**src/rtl/sha256_id_buffer.sv**
```systemverilog
// rtl/sha256_id_buffer.sv - in-order packet ID FIFO for the SHA-256 hash pipeline
//
// Purpose: stores {id, last} for each block entering the hash pipeline and
//          returns them in order, one per hash result.
// Ports:
//   clk, nrst            clock, asynchronous active-low reset
//   en                   block enable (0 freezes state, blocks handshakes)
//   sync_rst             synchronous clear, overrides en
//   id_in/_last/_valid   input side, id_in_ready back-pressure
//   id_out/_last/_valid  output side (head entry), id_out_ready from consumer
//   status_id            ID of the most recent completed output transfer
module sha256_id_buffer #(
    parameter int ID_W  = 6,
    parameter int DEPTH = 4
) (
    input  logic            clk,
    input  logic            nrst,
    input  logic            en,
    input  logic            sync_rst,
    input  logic [ID_W-1:0] id_in,
    input  logic            id_in_last,
    input  logic            id_in_valid,
    output logic            id_in_ready,
    output logic [ID_W-1:0] id_out,
    output logic            id_out_last,
    output logic            id_out_valid,
    input  logic            id_out_ready,
    output logic [ID_W-1:0] status_id
);

    localparam int AW = $clog2(DEPTH);
    localparam int CW = $clog2(DEPTH) + 1;

    // Each entry packs the ID above its last-of-packet flag.
    logic [ID_W:0]    r_mem [DEPTH];
    logic [AW-1:0]    r_wr_ptr;
    logic [AW-1:0]    r_rd_ptr;
    logic [CW-1:0]    r_count;
    logic [ID_W-1:0]  r_status_id;

    logic             w_full;
    logic             w_empty;
    logic             w_push;
    logic             w_pop;
    logic [ID_W:0]    w_head;

    assign w_full  = (r_count == CW'(DEPTH));
    assign w_empty = (r_count == '0);

    // Ready depends only on registered state: a full buffer refuses input
    // even when a pop happens in the same cycle.
    assign id_in_ready  = en & ~w_full;
    assign id_out_valid = en & ~w_empty;

    assign w_push = id_in_valid & id_in_ready;
    assign w_pop  = id_out_valid & id_out_ready;

    assign w_head      = r_mem[r_rd_ptr];
    assign id_out      = id_out_valid ? w_head[ID_W:1] : '0;
    assign id_out_last = id_out_valid & w_head[0];
    assign status_id   = r_status_id;

    always_ff @(posedge clk or negedge nrst) begin
        if (!nrst) begin
            r_wr_ptr    <= '0;
            r_rd_ptr    <= '0;
            r_count     <= '0;
            r_status_id <= '0;
        end else if (sync_rst) begin
            r_wr_ptr    <= '0;
            r_rd_ptr    <= '0;
            r_count     <= '0;
            r_status_id <= '0;
        end else begin
            // Both handshakes already include en, so en = 0 holds everything.
            if (w_push) begin
                r_wr_ptr <= r_wr_ptr + AW'(1);
            end
            if (w_pop) begin
                r_rd_ptr    <= r_rd_ptr + AW'(1);
                r_status_id <= w_head[ID_W:1];
            end
            case ({w_push, w_pop})
                2'b10:   r_count <= r_count + CW'(1);
                2'b01:   r_count <= r_count - CW'(1);
                default: r_count <= r_count;
            endcase
        end
    end

    // Storage is not reset; stale entries are unreachable once count is 0.
    always_ff @(posedge clk) begin
        if (w_push && !sync_rst) begin
            r_mem[r_wr_ptr] <= {id_in, id_in_last};
        end
    end

endmodule

```
**config.mk**
```make
export PLATFORM = sky130hd
export DESIGN_NAME = sha256_id_buffer
export DESIGN_NICKNAME = d
export VERILOG_FILES = /design/src/rtl/sha256_id_buffer.sv
export SDC_FILE = /design/constraint.sdc
export NUM_CORES = 1
export LEC_CHECK = 0
export CORE_MARGIN = 1.5
export CORE_UTILIZATION = 45
export CTS_CLUSTER_DIAMETER = 150
export DETAILED_ROUTE_END_ITERATION = 8
export PLACE_DENSITY = 0.79
export SYNTH_ARGS = -nofsm -noshare
export SYNTH_HDL_FRONTEND = slang
export SYNTH_SLANG_ARGS = --single-unit
```
**constraint.sdc**
```tcl
create_clock -name clk -period 2.8 [get_ports clk]
set_clock_uncertainty 0.05 [all_clocks]
set_input_delay 0.42 -clock clk [delete_from_list [all_inputs] [get_ports clk]]
set_output_delay 0.42 -clock clk [all_outputs]
set_load 0.05 [all_outputs]
```
==> flow_metrics.tcl <==
set metrics [dict create \
    crit_path_end_kind "flop" \
    run_status "completed" \
    h-tree-depth 2 \
    die_h_um 66.5 \
    antenna_found_initial 0 \
    required_ns 2.93 \
    regArea_mm2 0.00117 \
    fill_cells 291 \
    netlist_area_mm2 0.00182 \
    hold_slack_ns 0.463 \
    setup_viol 0 \
    slew_violations 0 \
    fin_nets 167 \
    rsz0062_at_grt "no" \
    clockBufferDepth 2 \
    max-slew-margin-rel_pct 55.4 \
    critical_path.startpoint_type "input pin" \
    clk_latency_ns 0.30 \
    routedWlPerCell_um 16.7 \
    fp.dieW_um 66.5 \
    cts_tree "built" \
    first_pass_iters 4 \
    reg2reg_setup_slack_ns 0.46 \
    drive_gt1_share_pct 20.0 \
    ys_seq_elements 41 \
    min_path_type "in2async" \
    root_buffer "clkbuf_8" \
    cp_max_fo 5 \
    yosys_warnings 0 \
    tns_ns 0 \
    syn_inst 116 \
    path_class "in2reg" \
    p_per_area_mw_per_mm2 625 \
    routed_wl_um 3310 \
    leakage_nw 0.908 \
    antenna_left 0 \
    place_hpwl_um 2300 \
    hold_violations 0 \
    vdd_ir_drop_max_uv 432 \
    num_rows 22 \
    r2r_cells 6 \
    drv_cap 0 \
    ys.flop_type "edfxtp_1" \
    cts.repair.resized 0 \
    period_minus_slack_ns 2.41 \
    max_freq_ghz 0.416 \
    cts_buffers 5 \
    core_mm2 0.00377 \
    grt_pass1_vias 1184 \
    worstReg2RegEnd "r_count[2]" \
    cp.arrival_ns 2.54 \
    synth-edff-count 28 \
    port_buffers 27 \
    clk_pin_slew_ns 0.08 \
    viasPerCell 5.25 \
    grt_pass1_wl_um 5750 \
    syn_avg_cell_area_um2 15.7 \
    gr-total-overflow 0 \
    gp_congestion 0.824 \
    synth.distinct_cells 25 \
    syn_to_final_growth_pct 23.6 \
    multi_input_comb_area_um2 623 \
    cts_hold_buf 0 \
    boundaryPins 28 \
    num_vias 1039 \
    utilization_pct 59.5 \
    drt_iter0_drc 46 \
    drc 0 \
    cts_setup_buffers 0 \
    grt_max_degree 17 \
    p_total_mw 1.40 \
    cts.sinks 41 \
    layout_commonest_cell "edfxtp_1" \
    ys_async_sr_fraction_pct 31.7 \
    syn_nets 134 \
    die-area_mm2 0.00443 \
    final_cell_mix "28 x edfxtp_1, 18 x clkdlybuf4s50_1, 15 x nor2_1, 13 x dfrtp_1, 12 x buf_4" \
    yosysSeqAreaShare_pct 64.2 \
    regToRegStartpoint "r_count[2]" \
    tightest_slew_ns 0.666 \
    n_antenna_cell 0 \
    start_util_pct 48.2 \
    period_share_pct 85.9 \
    track_usage_pct 18.7 \
]
==> sequential cells by signal (all words and copies together), names as in the netlist <==
register	cells
r_count	3
r_mem	28
r_rd_ptr	2
r_wr_ptr	2
status_id	6
==> report_power, final <==
group | switching [mW] | internal (mW) | total, mW
combinational | 0.140 | 0.102 | 0.243
sequential | 0.0290 | 0.669 | 0.698
clock | 0.201 | 0.262 | 0.463
==> critical path, cell delays in order <==
cell and delay (ns):
clkdlybuf4s50_1 0.58, nand2_1 0.10, a21oi_2 0.13, nor2_1 0.07
fa_1 0.39, or3b_1 0.35, mux2i_1 0.16, mux2_1 0.34
==> cells in the mapped netlist, types with 2 or more instances <==
cell type	count	area share, %
nor2b_1	2	0.69
ha_1	4	2.8
nand2_1	3	0.62
dfrtp_1	13	18
clkbuf_1	2	0.41
nor2_1	15	3.1
and2b_1	7	2.9
xnor2_1	3	1.4
inv_1	4	0.83
mux4_2	7	8.7
nand2b_1	2	0.69
and2_1	5	1.7
edfxtp_1	28	46
mux2i_1	9	5.0
mux2_1	2	1.2
==> worst max path at each step <==
stage | cells after the start | slack [ns] | startpoint | endpoint
4_1_cts | 3 | 0.39 | r_rd_ptr[0] | id_out[5]
3_5_place_dp | 8 | 0.11 | en | r_count[2]
2_1_floorplan | 7 | 0.44 | r_count[0] | r_count[2]
6_report | 8 | 0.39 | en | r_count[2]
5_1_grt | 8 | 0.24 | en | r_count[2]
3_3_place_gp | 8 | 0.20 | en | r_count[2]
==> layout make-up <==
class / instances / area share, %
clock buffers: 5 / 3.07
clock inverters: 3 / 1.84
inverters: 4 / 0.669
well taps: 48 / 2.68
flip-flops and latches: 41 / 52.0
repair buffers: 30 / 12.0
multi-input cells: 67 / 27.8
==> routing by layer <==
layer	track usage, %	wire length, um	vias up
met2	31.8	1780	30
met5	0	0	-
li1	-	-	482
met1	23.1	1340	521
met3	4.90	148	6
met4	6.63	42	0
==> cells by family after synthesis <==
family / share of synthesized area (%)
flip-flops: 64.2
AND/OR/NAND/NOR: 10.7
multiplexers: 14.9
buffers and inverters: 1.93
adder cells (fa/ha/maj): 3.86
AO/OA/AOI/OAI: 2.07
XOR/XNOR: 2.34
==> per-stage QoR <==
step           setup WS, ns  cell area (um^2)  std cells
2_1_floorplan         0.438              1820        116
3_3_place_gp          0.203              2130        190
3_5_place_dp          0.109              2130        190
4_1_cts               0.393              2240        198
5_1_grt               0.241              2240        198
6_report              0.394              2240        198
(Power assumes the default switching activity.)
